**src/rtl/kyber_pkg.sv**
```systemverilog
// Shared Kyber arithmetic constants and the coefficient type used by the
// NTT/INTT butterflies and their reduction helpers.
package kyber_pkg;

    localparam int KYBER_Q       = 3329;
    localparam int COEF_W        = 12;
    localparam int BARRETT_M     = 5039;
    localparam int BARRETT_SHIFT = 24;
    localparam int PROD_W        = 24;

    typedef logic [COEF_W-1:0] coef_t;

endpackage

```
**src/rtl/barrett_reduce_24.sv**
```systemverilog
// Two-stage pipelined Barrett reduction of a product p < Q^2 down to p mod Q.
// The enable freezes both stages together so it can sit inside a stalled
// pipeline without losing or duplicating data.
module barrett_reduce_24
    import kyber_pkg::*;
(
    input  logic              clk,
    input  logic              rst,
    input  logic              en,
    input  logic [PROD_W-1:0] p_in,
    output coef_t             r_out
);

    localparam logic [12:0] Q13 = 13'(KYBER_Q);

    logic [PROD_W-1:0] p_q, p_d;
    logic [12:0]       t_q, t_d;
    coef_t             r_q, r_d;
    logic [12:0]       r_full;

    // Quotient estimate t = floor(p*M / 2^24) and the remainder correction.
    always_comb begin
        p_d    = p_q;
        t_d    = t_q;
        r_d    = r_q;
        r_full = 13'(25'(p_q) - 25'(t_q) * 25'(KYBER_Q));
        if (en) begin
            p_d = p_in;
            t_d = 13'((37'(p_in) * 37'(BARRETT_M)) >> BARRETT_SHIFT);
            r_d = (r_full >= Q13) ? coef_t'(r_full - Q13) : coef_t'(r_full);
        end
    end

    // Pipeline registers for both reduction stages.
    always_ff @(posedge clk or posedge rst) begin
        if (rst) begin
            p_q <= '0;
            t_q <= '0;
            r_q <= '0;
        end else begin
            p_q <= p_d;
            t_q <= t_d;
            r_q <= r_d;
        end
    end

    assign r_out = r_q;

endmodule

```
**src/rtl/intt_gs_butterfly.sv**
```systemverilog
// Gentleman-Sande inverse-NTT butterfly: out_a = (a+b) mod Q and
// out_b = (a-b)*zeta mod Q, four stages deep with a valid/ready stream.
// Every stage advances or freezes together, so bubbles are kept in place.
module intt_gs_butterfly
    import kyber_pkg::*;
#(
    parameter int TAG_W = 8
) (
    input  logic              clk,
    input  logic              rst,
    input  logic              in_valid,
    output logic              in_ready,
    input  logic [COEF_W-1:0] in_a,
    input  logic [COEF_W-1:0] in_b,
    input  logic [COEF_W-1:0] in_zeta,
    input  logic [TAG_W-1:0]  in_tag,
    output logic              out_valid,
    input  logic              out_ready,
    output logic [COEF_W-1:0] out_a,
    output logic [COEF_W-1:0] out_b,
    output logic [TAG_W-1:0]  out_tag
);

    localparam logic [12:0] Q13 = 13'(KYBER_Q);

    logic              adv;
    logic [12:0]       add_full, diff_full;

    logic              s1_valid_q, s1_valid_d;
    coef_t             s1_sum_q, s1_sum_d, s1_diff_q, s1_diff_d, s1_zeta_q, s1_zeta_d;
    logic [TAG_W-1:0]  s1_tag_q, s1_tag_d;

    logic              s2_valid_q, s2_valid_d;
    logic [PROD_W-1:0] s2_p_q, s2_p_d;
    coef_t             s2_sum_q, s2_sum_d;
    logic [TAG_W-1:0]  s2_tag_q, s2_tag_d;

    logic              s3_valid_q, s3_valid_d;
    coef_t             s3_sum_q, s3_sum_d;
    logic [TAG_W-1:0]  s3_tag_q, s3_tag_d;

    logic              out_valid_q, out_valid_d;
    coef_t             out_a_q, out_a_d;
    logic [TAG_W-1:0]  out_tag_q, out_tag_d;

    // The whole pipe moves unless a held result is waiting on downstream.
    always_comb begin
        adv      = !(out_valid_q && !out_ready);
        in_ready = adv;
    end

    // Stage 1: modular sum and modular difference of the incoming pair.
    always_comb begin
        add_full   = {1'b0, in_a} + {1'b0, in_b};
        diff_full  = (in_a >= in_b) ? ({1'b0, in_a} - {1'b0, in_b})
                                    : ({1'b0, in_a} + Q13 - {1'b0, in_b});
        s1_valid_d = s1_valid_q;
        s1_sum_d   = s1_sum_q;
        s1_diff_d  = s1_diff_q;
        s1_zeta_d  = s1_zeta_q;
        s1_tag_d   = s1_tag_q;
        if (adv) begin
            s1_valid_d = in_valid;
            s1_sum_d   = (add_full >= Q13) ? coef_t'(add_full - Q13) : coef_t'(add_full);
            s1_diff_d  = coef_t'(diff_full);
            s1_zeta_d  = in_zeta;
            s1_tag_d   = in_tag;
        end
    end

    // Stages 2-4 sideband: twiddle multiply plus sum/tag/valid alignment
    // alongside the two Barrett stages.
    always_comb begin
        s2_valid_d  = s2_valid_q;
        s2_p_d      = s2_p_q;
        s2_sum_d    = s2_sum_q;
        s2_tag_d    = s2_tag_q;
        s3_valid_d  = s3_valid_q;
        s3_sum_d    = s3_sum_q;
        s3_tag_d    = s3_tag_q;
        out_valid_d = out_valid_q;
        out_a_d     = out_a_q;
        out_tag_d   = out_tag_q;
        if (adv) begin
            s2_valid_d  = s1_valid_q;
            s2_p_d      = 24'(s1_diff_q) * 24'(s1_zeta_q);
            s2_sum_d    = s1_sum_q;
            s2_tag_d    = s1_tag_q;
            s3_valid_d  = s2_valid_q;
            s3_sum_d    = s2_sum_q;
            s3_tag_d    = s2_tag_q;
            out_valid_d = s3_valid_q;
            out_a_d     = s3_sum_q;
            out_tag_d   = s3_tag_q;
        end
    end

    // All pipeline state; reset drops every in-flight beat.
    always_ff @(posedge clk or posedge rst) begin
        if (rst) begin
            s1_valid_q  <= 1'b0;
            s1_sum_q    <= '0;
            s1_diff_q   <= '0;
            s1_zeta_q   <= '0;
            s1_tag_q    <= '0;
            s2_valid_q  <= 1'b0;
            s2_p_q      <= '0;
            s2_sum_q    <= '0;
            s2_tag_q    <= '0;
            s3_valid_q  <= 1'b0;
            s3_sum_q    <= '0;
            s3_tag_q    <= '0;
            out_valid_q <= 1'b0;
            out_a_q     <= '0;
            out_tag_q   <= '0;
        end else begin
            s1_valid_q  <= s1_valid_d;
            s1_sum_q    <= s1_sum_d;
            s1_diff_q   <= s1_diff_d;
            s1_zeta_q   <= s1_zeta_d;
            s1_tag_q    <= s1_tag_d;
            s2_valid_q  <= s2_valid_d;
            s2_p_q      <= s2_p_d;
            s2_sum_q    <= s2_sum_d;
            s2_tag_q    <= s2_tag_d;
            s3_valid_q  <= s3_valid_d;
            s3_sum_q    <= s3_sum_d;
            s3_tag_q    <= s3_tag_d;
            out_valid_q <= out_valid_d;
            out_a_q     <= out_a_d;
            out_tag_q   <= out_tag_d;
        end
    end

    barrett_reduce_24 u_barrett (
        .clk   (clk),
        .rst   (rst),
        .en    (adv),
        .p_in  (s2_p_q),
        .r_out (out_b)
    );

    assign out_valid = out_valid_q;
    assign out_a     = out_a_q;
    assign out_tag   = out_tag_q;

endmodule

```
**config.mk**
```make
export PLATFORM = sky130hd
export DESIGN_NAME = intt_gs_butterfly
export DESIGN_NICKNAME = d
export VERILOG_FILES = /design/src/rtl/kyber_pkg.sv /design/src/rtl/barrett_reduce_24.sv /design/src/rtl/intt_gs_butterfly.sv
export SDC_FILE = /design/constraint.sdc
export NUM_CORES = 1
export LEC_CHECK = 0
export CAP_MARGIN = 20
export CORE_MARGIN = 2
export CORE_UTILIZATION = 30
export CTS_BUF_LIST = sky130_fd_sc_hd__clkbuf_4 sky130_fd_sc_hd__clkbuf_8
export DETAILED_ROUTE_END_ITERATION = 7
export PLACE_DENSITY = 0.5
export SYNTH_ARGS = -nofsm -noshare
export SYNTH_HDL_FRONTEND = slang
export SYNTH_SLANG_ARGS = --single-unit
```
**constraint.sdc**
```tcl
create_clock -name clk -period 8.1 [get_ports clk]
set_input_delay 1.62 -clock clk [delete_from_list [all_inputs] [get_ports clk]]
set_output_delay 1.62 -clock clk [all_outputs]
set_load 0.005 [all_outputs]
```
==> metrics <==
pin count of the biggest net entering global routing=~160; Critical R2R Capture=u_barrett.t_q[12]; number of sinks handled by clock tree synthesis=170; r2r setup slk=2.33 ns; number of enable-type register cells in the synthesized netlist=0; Yosys top cell area share=between 20 and 25%; full die area=68100 um^2; max-capacitance violation count=0; count of cells along the worst register-to-register path=17; post-CTS setup buffer count=0; Routed WL per cell=approximately 15 um; cell area after synthesis=19800 um^2; post-synthesis net count=2726; Hold Crit Class=register to register; share of synthesized registers carrying an async set or reset=100%; total half-perimeter wirelength after legalization and detailed placement=37200 um; worst-case clock buffer depth=2; vias in the first global route=14900; later-pin clock latency in the skew report=about 0.57 ns; Worst-Margin Slew=0.908 ns; cells after synthesis=2175; compound-gate portion of the synthesized area=around a tenth; final-report setup violation count=0; worst setup path endpoint=u_barrett.t_q[12]; most frequent cell after synthesis=nand2_1; max_slew headroom=39.5%; count of state elements after synthesis=170; highest fanout seen on the critical path=7; Peak Freq=173 MHz; WL final=47200 um; initial cell density of the core=30.2%; fin crit share=71.3%; source of the worst hold timing path=s3_sum_q[8]; H-Tree Depth=4; share of cells above drive strength 1=between 3 and 4%; post-DR vias/cell=around 4.6; # nets final=2754; growth of design area from synthesis to finish=10.1%; post-route antenna net violation count=0; final number of hold-violating endpoints=0; detailed-route via count=14300; mux cell area share after synthesis=0%; top-level port count=82; data required time at the worst endpoint=8.58 ns; floorplan die height=roughly 260 um; top post-synthesis cells by area=fa_1, dfrtp_1, ha_1; leftover overflow at the end of global routing=0; dominant combinational cell family by area after synthesis=adder cells; clk slew on worst S/H paths=0.11 ns; Horiz. Die Dim=261 um; CTS tree=done; # fillers=6883; RSZ-0062 raised after global routing=no; share of synthesized area occupied by flip-flops and latches=21.5%; most instantiated flip-flop cell in the synthesis netlist=dfrtp_1; dominant cell type by area after synthesis=fa_1; shortest period the worst path allows=5.77 ns; first-pass GRT wire length=78400 um; simple-gate share of the synthesized area=between 15 and 20%; status=complete, no violations; clock buffer count from CTS=17; Clk Tree Root Cell=clkbuf_8; kind of capture point of the worst setup path=register; count of different cell masters after synthesis=85; CORE AREA=65600 um^2; crit path launch=s2_p_q[13]; number of input and output port buffers inserted=81; number of gates resized after CTS=0; number of hold-repair buffers added at the cts stage=0; First-pass DRT Iterations=4; total global-route track usage=14.6%; crit path DAT=6.25 ns; arithmetic-cell share of the synthesized area counting full adders, half adders and majority gates=41.0%; yosys warns=0; share of the synthesized netlist area taken by xor and xnor gates=3.35%; most frequent cells after synthesis=nand2_1, inv_1, ha_1; final sum of negative setup slack=0 ns; mean area per synthesized cell=9.11 um^2; RR Startpoint=s2_p_q[13]; launching element type of the critical path=register; Final Slew Violations=0; number of antenna violations at the first check in global routing=1; start-to-end type of the worst setup path=register to register; final estimated routing congestion in global placement=around 0.84; number of design-rule violations left by the first detailed-router iteration=about 690; Max Clock Skew=around 0.026 ns; post-detailed-route DRC marker count=0; number of standard-cell rows in the floorplan=94
[through the flow]
step	utilization [%]	hold WS (ns)	setup slack, ns	std cells	instance area, um^2
after global placement	32.7	0.450	2.31	3047	21400
after global routing	33.3	0.484	1.97	3079	21800
after floorplan	-	0.430	1.88	2175	19800
final	33.3	0.463	2.33	3079	21800
after CTS	33.2	0.463	2.27	3077	21800
after detailed placement	32.7	0.456	2.32	3047	21400
[worst min path at each step]
stage	slack [ns]	endpoint	depth (start not counted)
after floorplan	0.43	s3_valid_q	2
after global placement	0.45	s2_tag_q[3]	2
after detailed placement	0.46	s2_tag_q[4]	2
after CTS	0.46	out_a[8]	2
after global routing	0.48	out_a[8]	2
final	0.46	out_a[8]	2
[placed cells by master, fill, tap and decap left out, types with 11 or more instances in the layout]
cell type / count
nor2_1: 68
nand2_1: 445
and2_1: 64
a21o_1: 17
clkdlybuf4s50_1: 81
o21bai_1: 11
clkbuf_8: 17
nand3_1: 22
nor3_1: 22
a21oi_1: 80
o21ai_0: 54
inv_1: 362
fa_1: 243
o21a_1: 11
xnor2_1: 50
ha_1: 260
a31oi_1: 15
xor2_1: 24
dfrtp_1: 170
and3_1: 14
[area by class of cell]
class / instances / area [um^2] / share of cell area [%]
diodes: 1 / 2.50 / 0.0115
clock buffers: 17 / 234 / 1.07
clock inverters: 13 / 131 / 0.602
inverters: 365 / 1380 / 6.33
multi-input cells: 1563 / 13900 / 63.6
flip-flops and latches: 170 / 4250 / 19.5
well taps: 864 / 1080 / 4.95
repair buffers: 86 / 865 / 3.96
[sequential cells by signal (all words and copies together), names as in the netlist]
signal,cells
s1_tag_q,8
s1_zeta_q,12
out_valid,1
s2_sum_q,12
s3_valid_q,1
s1_diff_q,12
u_barrett.t_q,13
s2_tag_q,8
u_barrett.p_q,13
s1_sum_q,12
s2_p_q,24
out_tag,8
s3_tag_q,8
s1_valid_q,1
s2_valid_q,1
out_a,12
u_barrett.r_out,12
s3_sum_q,12
[worst max-delay path, stage by stage, from the launching register on]
cell and delay (ns):
dfrtp_1 0.65, fa_1 0.54, fa_1 0.50, fa_1 0.52, fa_1 0.50, inv_1 0.05, fa_1 0.54, inv_1 0.05
ha_1 0.32, a21oi_1 0.15, o21a_1 0.13, a21boi_0 0.08, a41oi_1 0.38, a21oi_1 0.27, a211o_1 0.37, a41o_1 0.28
o21a_1 0.17, o31ai_1 0.17
[kinds of logic (layout without fill, tap and decap cells)]
| group | after synthesis | after routing |
|---|---|---|
| and+or+nand+nor | 700 | 700 |
| adders and majority gates | 503 | 503 |
| buffers and inverters | 442 | 481 |
| AOI/OAI and AO/OA | 285 | 285 |
| DFF | 170 | 170 |
| xor gates and xnor gates | 75 | 75 |
| other | 0 | 1 |
[metal layers]
layer	routed length, um	share of wire [%]	vias to the layer above	GRT usage [%]
met1	22700	48	7119	20.0
met2	22300	47	163	23.9
met3	1330	2.8	41	2.32
met4	877	1.9	0	3.99
li1	-	-	6961	-
met5	0	0	-	0
Power is left out: the tool's default activity adds up to more than one toggle a clock period on the data nets, which glitch-free logic cannot reach.
